<file path="src/rtl/mem_stage_pkg.sv">
// Shared definitions for the memory stage: widths, opcodes, exception codes,
// FSM encoding and the data-bus request payload.
package mem_stage_pkg;

  localparam int unsigned REG_BUS        = 32;
  localparam int unsigned DOUBLE_REG_BUS = 64;
  localparam int unsigned REG_ADDR_BUS   = 5;
  localparam int unsigned ALUOP_BUS      = 8;
  localparam int unsigned EXC_CODE_BUS   = 5;
  localparam int unsigned BE_BUS         = 4;

  typedef logic [ALUOP_BUS-1:0]    aluop_t;
  typedef logic [EXC_CODE_BUS-1:0] exc_t;

  localparam aluop_t OP_ADD = 8'h18;
  localparam aluop_t OP_LB  = 8'h90;
  localparam aluop_t OP_LBU = 8'h91;
  localparam aluop_t OP_LH  = 8'h92;
  localparam aluop_t OP_LHU = 8'h93;
  localparam aluop_t OP_LW  = 8'h94;
  localparam aluop_t OP_SB  = 8'h98;
  localparam aluop_t OP_SH  = 8'h99;
  localparam aluop_t OP_SW  = 8'h9A;

  localparam exc_t EXC_NONE = 5'h10;
  localparam exc_t EXC_ADEL = 5'h04;
  localparam exc_t EXC_ADES = 5'h05;

  typedef enum logic [1:0] {
    ST_IDLE  = 2'd0,
    ST_WAIT  = 2'd1,
    ST_DONE  = 2'd2,
    ST_DRAIN = 2'd3
  } mem_state_e;

  typedef struct packed {
    logic                we;
    logic [REG_BUS-1:0]  addr;
    logic [BE_BUS-1:0]   be;
    logic [REG_BUS-1:0]  wdata;
  } dbus_req_t;

  function automatic logic is_load(input aluop_t op);
    return (op == OP_LB) || (op == OP_LBU) || (op == OP_LH) ||
           (op == OP_LHU) || (op == OP_LW);
  endfunction

  function automatic logic is_store(input aluop_t op);
    return (op == OP_SB) || (op == OP_SH) || (op == OP_SW);
  endfunction

endpackage

</file>
<file path="src/rtl/mem_stage_load_align.sv">
// Load lane selection and sign/zero extension of the returned bus word.
module load_align
  import mem_stage_pkg::*;
(
  input  logic [1:0]         addr_i,
  input  aluop_t             aluop_i,
  input  logic [REG_BUS-1:0] word_i,
  output logic [REG_BUS-1:0] data_o
);

  logic [7:0]  byte_sel;
  logic [15:0] half_sel;

  always_comb begin
    byte_sel = word_i[7:0];
    case (addr_i)
      2'd0: byte_sel = word_i[7:0];
      2'd1: byte_sel = word_i[15:8];
      2'd2: byte_sel = word_i[23:16];
      2'd3: byte_sel = word_i[31:24];
      default: byte_sel = word_i[7:0];
    endcase
    half_sel = addr_i[1] ? word_i[31:16] : word_i[15:0];

    data_o = word_i;
    case (aluop_i)
      OP_LB:   data_o = {{24{byte_sel[7]}}, byte_sel};
      OP_LBU:  data_o = {24'h0, byte_sel};
      OP_LH:   data_o = {{16{half_sel[15]}}, half_sel};
      OP_LHU:  data_o = {16'h0, half_sel};
      default: data_o = word_i;
    endcase
  end

endmodule

</file>
<file path="src/rtl/mem_stage.sv">
// Memory pipeline stage: issues data-bus accesses, waits for the acknowledge,
// aligns load data and gates writeback on flush or exception.
module mem_stage
  import mem_stage_pkg::*;
(
  input  logic                      cpu_clk_50M,
  input  logic                      cpu_rst,
  input  logic [ALUOP_BUS-1:0]      mem_aluop_i,
  input  logic [REG_ADDR_BUS-1:0]   mem_wa_i,
  input  logic                      mem_wreg_i,
  input  logic                      mem_mreg_i,
  input  logic [REG_BUS-1:0]        mem_wd_i,
  input  logic [REG_BUS-1:0]        mem_din_i,
  input  logic                      mem_whilo_i,
  input  logic [DOUBLE_REG_BUS-1:0] mem_hilo_i,
  input  logic [EXC_CODE_BUS-1:0]   mem_exccode_i,
  input  logic                      flush_i,
  input  logic                      adv_i,
  output logic                      dreq_o,
  output logic                      dwe_o,
  output logic [REG_BUS-1:0]        daddr_o,
  output logic [BE_BUS-1:0]         dbe_o,
  output logic [REG_BUS-1:0]        dwdata_o,
  input  logic                      dack_i,
  input  logic [REG_BUS-1:0]        drdata_i,
  output logic [REG_ADDR_BUS-1:0]   mem_wa_o,
  output logic                      mem_wreg_o,
  output logic                      mem_mreg_o,
  output logic [REG_BUS-1:0]        mem_dreg_o,
  output logic                      mem_whilo_o,
  output logic [DOUBLE_REG_BUS-1:0] mem_hilo_o,
  output logic                      mem2exe_whilo,
  output logic [DOUBLE_REG_BUS-1:0] mem2exe_hilo,
  output logic [EXC_CODE_BUS-1:0]   mem_exccode_o,
  output logic                      stallreq_mem
);

  mem_state_e         state_q, state_d;
  dbus_req_t          req_q, req_d, req_c, bus_c;
  logic [REG_BUS-1:0] rdata_q;
  logic [REG_BUS-1:0] ld_data;
  logic               is_ld, is_st, misalign, mem_op_c, dreq_c, stall_c, drain_c;
  exc_t               exc_c;

  // Decode, alignment check and bus payload for the current instruction.
  always_comb begin
    is_ld    = is_load(mem_aluop_i);
    is_st    = is_store(mem_aluop_i);
    misalign = 1'b0;
    case (mem_aluop_i)
      OP_LH, OP_LHU, OP_SH: misalign = mem_wd_i[0];
      OP_LW, OP_SW:         misalign = |mem_wd_i[1:0];
      default:              misalign = 1'b0;
    endcase

    if (mem_exccode_i != EXC_NONE) exc_c = mem_exccode_i;
    else if (misalign)             exc_c = is_ld ? EXC_ADEL : EXC_ADES;
    else                           exc_c = EXC_NONE;

    mem_op_c = (is_ld | is_st) & (exc_c == EXC_NONE) & ~flush_i;

    req_c.we    = is_st;
    req_c.addr  = {mem_wd_i[31:2], 2'b00};
    req_c.be    = 4'b1111;
    req_c.wdata = mem_din_i;
    case (mem_aluop_i)
      OP_SB: begin
        case (mem_wd_i[1:0])
          2'd0:    req_c.be = 4'b0001;
          2'd1:    req_c.be = 4'b0010;
          2'd2:    req_c.be = 4'b0100;
          default: req_c.be = 4'b1000;
        endcase
        req_c.wdata = {4{mem_din_i[7:0]}};
      end
      OP_SH: begin
        req_c.be    = mem_wd_i[1] ? 4'b1100 : 4'b0011;
        req_c.wdata = {2{mem_din_i[15:0]}};
      end
      default: ;
    endcase
  end

  always_ff @(posedge cpu_clk_50M or posedge cpu_rst) begin
    if (cpu_rst) begin
      state_q <= ST_IDLE;
      req_q   <= '0;
      rdata_q <= '0;
    end else begin
      state_q <= state_d;
      req_q   <= req_d;
      if (dack_i) rdata_q <= drdata_i;
    end
  end

  // Bus handshake FSM; once raised, the request is held until acknowledged.
  always_comb begin
    state_d = state_q;
    req_d   = req_q;
    bus_c   = '0;
    dreq_c  = 1'b0;
    stall_c = 1'b0;
    drain_c = 1'b0;
    case (state_q)
      ST_IDLE: begin
        if (mem_op_c) begin
          dreq_c = 1'b1;
          bus_c  = req_c;
          req_d  = req_c;
          if (dack_i) begin
            if (!adv_i) state_d = ST_DONE;
          end else begin
            stall_c = 1'b1;
            state_d = ST_WAIT;
          end
        end
      end
      ST_WAIT: begin
        dreq_c = 1'b1;
        bus_c  = req_q;
        if (dack_i) begin
          state_d = (adv_i | flush_i) ? ST_IDLE : ST_DONE;
        end else begin
          stall_c = 1'b1;
          if (flush_i) state_d = ST_DRAIN;
        end
      end
      ST_DRAIN: begin
        dreq_c  = 1'b1;
        bus_c   = req_q;
        stall_c = 1'b1;
        drain_c = 1'b1;
        if (dack_i) state_d = ST_IDLE;
      end
      ST_DONE: begin
        if (adv_i | flush_i) state_d = ST_IDLE;
      end
      default: state_d = ST_IDLE;
    endcase
  end

  load_align u_load_align (
    .addr_i  (mem_wd_i[1:0]),
    .aluop_i (mem_aluop_i),
    .word_i  (dack_i ? drdata_i : rdata_q),
    .data_o  (ld_data)
  );

  // Output drive; everything is forced quiet while reset is held.
  always_comb begin
    dreq_o        = 1'b0;
    dwe_o         = 1'b0;
    daddr_o       = '0;
    dbe_o         = '0;
    dwdata_o      = '0;
    mem_wa_o      = '0;
    mem_wreg_o    = 1'b0;
    mem_mreg_o    = 1'b0;
    mem_dreg_o    = '0;
    mem_whilo_o   = 1'b0;
    mem_hilo_o    = '0;
    mem2exe_whilo = 1'b0;
    mem2exe_hilo  = '0;
    mem_exccode_o = EXC_NONE;
    stallreq_mem  = 1'b0;
    if (!cpu_rst) begin
      dreq_o        = dreq_c;
      dwe_o         = bus_c.we;
      daddr_o       = bus_c.addr;
      dbe_o         = bus_c.be;
      dwdata_o      = bus_c.wdata;
      mem_wa_o      = mem_wa_i;
      mem_wreg_o    = mem_wreg_i & ~flush_i & (exc_c == EXC_NONE) & ~drain_c;
      mem_mreg_o    = mem_mreg_i;
      mem_dreg_o    = is_ld ? ld_data : mem_wd_i;
      mem_whilo_o   = mem_whilo_i & ~flush_i & (exc_c == EXC_NONE) & ~drain_c;
      mem_hilo_o    = mem_hilo_i;
      mem2exe_whilo = mem_whilo_o;
      mem2exe_hilo  = mem_hilo_o;
      mem_exccode_o = exc_c;
      stallreq_mem  = stall_c;
    end
  end

endmodule

</file>
<file path="config.mk">
export PLATFORM = sky130hd
export DESIGN_NAME = mem_stage
export DESIGN_NICKNAME = d
export VERILOG_FILES = /design/src/rtl/mem_stage_pkg.sv /design/src/rtl/mem_stage_load_align.sv /design/src/rtl/mem_stage.sv
export SDC_FILE = /design/constraint.sdc
export NUM_CORES = 1
export LEC_CHECK = 0
export BUFFER_PORTS_ARGS = -buffer_cell sky130_fd_sc_hd__buf_2
export CORE_AREA = 2 2 166 168
export DETAILED_ROUTE_END_ITERATION = 16
export DIE_AREA = 0 0 168 170
export PLACE_DENSITY_LB_ADDON = 0.08
export REMOVE_ABC_BUFFERS = 1
export SETUP_SLACK_MARGIN = 0.15
export SYNTH_ARGS = -nofsm -noshare
export SYNTH_HDL_FRONTEND = slang
export SYNTH_SLANG_ARGS = --single-unit
</file>
<file path="constraint.sdc">
create_clock -name cpu_clk_50M -period 9.3 [get_ports cpu_clk_50M]
set_input_delay 1.86 -clock cpu_clk_50M [delete_from_list [all_inputs] [get_ports cpu_clk_50M]]
set_output_delay 1.86 -clock cpu_clk_50M [all_outputs]
set_load 0.02 [all_outputs]
</file>
; ---- After elaboration in Yosys (flattened, before gate mapping)
; Index checks and enable logic that the tools add are counted.
; Widths: inputs -> output; s select.
[op_classes]
n_eq_ne = 21
n_mux = 42
bitwise = 12
n_reduce_logical = 14
[ops]
columns = operator, n
row1 = $mux 32, 5
row2 = $pmux 69 s2, 1
row3 = $pmux 32 s4, 1
row4 = $pmux 36 s2, 1
row5 = $mux 69, 1
row6 = $eq 8x8->1 const B, 8
row7 = $mux 64, 1
row8 = $pmux 8 s4, 1
row9 = $mux 5, 4
row10 = $mux 16, 1
row11 = $mux 2, 8
row12 = $pmux 4 s3, 1
row13 = $mux 1, 11
row14 = $and 1x1->1, 8
row15 = $eq 2x2->1 const B, 4
row16 = $mux 4, 2
row17 = $pmux 2 s4, 1
row18 = $logic_or 1x1->1, 6
row19 = $ne 2x2->1 const B, 3
row20 = $ne 3x3->1 const B, 2
row21 = $reduce_or 2->1, 3
row22 = $eq 5x5->1 const B, 1
row23 = $ne 5x5->1 const B, 1
row24 = $reduce_and 5->1, 1
row25 = 8 further kinds, 13
[totals]
regBits = 101
in_bits = 186
elab_cells = 95

; ---- Logic depth before layout (Yosys ltp)
[logic_depth]
ltp_word = 14
depth_mapped = 8

; ---- Hierarchy
; From an unflattened synthesis, not the netlist that was laid out.
[hier_totals]
cells_unflattened = 890
hier_area_um2 = 7726.2
[modules_own_cells]
columns = module, instances, cells_each, area_per_inst_um2
row1 = mem_stage, 1, 793, 7073.0
row2 = load_align, 1, 97, 653.1

; ---- Worst setup path after synthesis
; Ideal clock, no wire load.
[synth_path]
path_type = input port to output port
start = input cpu_rst
end = output mem_dreg_o[23]
arrival_ps = 5942
required_time_ps = 7440
setup_slack_ps = 1498
stages = 5
cell_sequence = clkbuf_1 > inv_1 > clkbuf_1 > and3_1 > a31o_1
[synth_between]
elab_chain_cells = 1
[synth_lines]
columns = item, line
row1 = from (decl), mem_stage.sv:7  ; input logic cpu_rst,
row2 = $mux 32, mem_stage.sv:166  ; if (!cpu_rst) begin
row3 = to (decl), mem_stage.sv:29  ; output logic [REG_BUS-1:0] mem_dreg_o,
; Every way passes these cells.

; ---- Worst setup path after layout
[layout_path]
start = input mem_aluop_i[6]
end = output mem_dreg_o[1]
[layout_between]
elab_chain_cells = 7
[layout_lines]
columns = item, line
row1 = from (decl), mem_stage.sv:8  ; input logic [ALUOP_BUS-1:0] mem_aluop_i,
row2 = $eq 8x8->1, "mem_stage_pkg.sv:44, mem_stage_load_align.sv:26"
row3 = $logic_or 1x1->1 (3 in a row), mem_stage_pkg.sv:44  ; return (op == OP_LB) || (op == OP_LBU) || (op == OP_LH) ||
row4 = $logic_or 1x1->1, mem_stage_pkg.sv:45  ; (op == OP_LHU) || (op == OP_LW);
row5 = $mux 32 *, mem_stage.sv:175  ; mem_dreg_o = is_ld ? ld_data : mem_wd_i;
row6 = $mux 32 *, mem_stage.sv:166
; Mark *: on every way between the ends. The rest lies on a longest branch, timed or not.

==> flow_summary.json <==
{
  "status": "complete, no violations",
  "grt_pass1_vias": 6979,
  "crit_slowest_cell": "a2111oi_0",
  "num_rows": 60,
  "synth_commonest_cells": "dfrtp_1, nor2b_1, nand2_1, buf_4, mux2i_1",
  "p_per_area_mw_per_mm2": 119.2,
  "wl_um": 34560,
  "slew_headroom_pct": 25.43,
  "yosysWarnings": 0,
  "setup_violations": 0,
  "area_delta_synth_final_pct": 29.71,
  "path_clk_slew_ns": 0.07,
  "tightest_slew_ns": 1.090,
  "vdd_drop_max_mv": 0.07334,
  "dp.cells": 1441,
  "final_util_pct": 35.54,
  "fin_nets": 1297,
  "finalNonFillerCells": 1460,
  "postCtsHoldBufs": 0,
  "pin_count": 431,
  "die_w_um": 168,
  "placeableCoreArea_mm2": 0.02665,
  "crit_family": "simple AND/OR/NAND/NOR gates",
  "cts_resized": 0,
  "netlist_instances": 791,
  "drc_errors": 0,
  "synth_top_cells_by_area": "dfrtp_1, mux2i_1, buf_4",
  "grt.total_usage_pct": 23.55,
  "top_usage_layer": "met2",
  "yosysMostFrequentCell": "dfrtp_1",
  "synth.top_cell.area_share_pct": 34.61,
  "tns_ns": 0,
  "antenna_left": 0,
  "cts_setup_buffers": 0,
  "critical_path.max_fanout": 18,
  "rsz0062_at_grt": "false",
  "dieHeight_um": 170,
  "overflow": 0,
  "synthDistinctLibCells": 49,
  "crit_required_ns": 7.44,
  "total_power_mw": 1.129,
  "finalCritPeriodShare_pct": 76.43,
  "hold_ws_ns": 0.4957,
  "path_class": "in -> out",
  "synth_area_mm2": 0.007302,
  "min_period_ns": 7.108,
  "leakage_nw": 5.313,
  "dp_hpwl_um": 27840,
  "ys.flop_type": "dfrtp_1",
  "ys_async_sr_fraction_pct": 100.0,
  "syn_area_per_cell_um2": 9.231,
  "cts_max_level": 3,
  "layout-drive-gt1-share_pct": 44.44,
  "via_per_inst": 4.868,
  "hold_class": "reg -> reg",
  "final_max_slew_viol_count": 0,
  "clock_skew_ns": 0.009609,
  "grt_pass1_wl_um": 48800,
  "grt_use_met1_pct": 31.82,
  "grt.met3_usage_pct": 4.163,
  "tritoncts": "done",
  "hold_viol": 0,
  "slowest_delay_ns": 1.14,
  "first_pass_iters": 5,
  "cts-buffers-inserted": 9,
  "max_freq_mhz": 140.7,
  "antenna_found_initial": 6,
  "clock-root-buffer": "clkbuf_16",
  "crit_buf_inv": 2,
  "start_util_pct": 27.40,
  "crit_chain": "buf_2, nand4bb_1, nand2b_1, nand2b_1, a2111oi_0, buf_2",
  "synth-edff-count": 0,
  "end_kind": "output port",
  "io_buffers": 428,
  "cts_max_path_buffers": 2,
  "ys_seq_area_share_pct": 34.61,
  "drtIter0Drc": 337,
  "use_met2_pct": 39.51,
  "startpoint_type": "primary input",
  "synth_area_leader_cell": "dfrtp_1",
  "max_cap_viol_count": 0,
  "post_drt_wl_per_cell_um": 23.67,
  "die_area_mm2": 0.02856,
  "gp_congestion": 0.9044,
  "grt_max_degree": 52,
  "synth_seq_cells": 101,
  "clk_latency_ns": 0.35,
  "cts.sinks": 101,
  "vias": 7108,
  "worstPathArrival_ns": 5.25
}
[final cells by class]
class / instances / area (um^2)
diodes: 3 / 7.507
multi-input cells: 527 / 3882
clock buffers: 9 / 225.2
inverters: 35 / 133.9
clock inverters: 7 / 56.30
repair buffers: 437 / 2212
flip-flops and latches: 101 / 2527
well taps: 341 / 426.7
fillers: 2919 / 17180
[kinds of logic after synthesis]
family | synth area share (%)
flip-flops | 34.61
buffers and inverters | 12.47
multiplexers | 20.84
AND/OR/NAND/NOR | 17.67
AO/OA/AOI/OAI | 14.36
other | 0.05136
[stage by stage]
step	setup WS (ns)	area (um^2)
floorplan	1.978	6526
global placement	2.400	9183
detailed placement	2.393	9183
CTS	2.397	9464
global route	2.157	9467
finish	2.192	9472
[metal layers]
| layer | share of wire [%] | vias up |
|---|---|---|
| li1 | - | 3332 |
| met1 | 46 | 3516 |
| met2 | 48 | 234 |
| met3 | 5.4 | 22 |
| met4 | 1.1 | 4 |
| met5 | 0.078 | - |
[placed cells by master (no fill, tap or decap), drive strengths merged, types with 2 or more instances in the layout]
cell type,n
nand4,2
o211ai,2
conb,2
dfrtp,101
and3,17
a211oi,10
a31o,16
mux2i,56
a2111oi,2
nor2b,76
nand3,3
nor2,36
nand2,72
clkbuf,9
a22o,52
buf,437
mux2,68
clkinv,3
o21a,2
o21ai,37
mux4,8
a21oi,17
nor3,14
nand2b,14
inv,38
nor4,9
diode,3
[final timing paths]
kind                                 from             to  slack, ns  cells after the start
max                        mem_aluop_i[6]  mem_dreg_o[1]       2.19                      6
min                             req_q[31]      req_q[31]       0.50                      1
max reg2reg                    state_q[0]      req_q[60]       7.45                      4
min reg2reg                     req_q[31]      req_q[31]       0.50                      1
max in group asynchronous         cpu_rst      req_q[10]       6.50                      3
min in group asynchronous         cpu_rst      req_q[46]       1.85                      2
[where the power goes]
group          internal, mW  switching, mW  total, mW
clock network         0.186          0.189      0.374
registers             0.457        0.00699      0.464
logic                 0.106          0.185      0.291
total                 0.748          0.380       1.13
[sequential cells by signal (all words and copies together) (netlist names)]
name and flops:
req_q 67, rdata_q 32, state_q 2
Note: power is estimated with default switching activity, not from simulation.
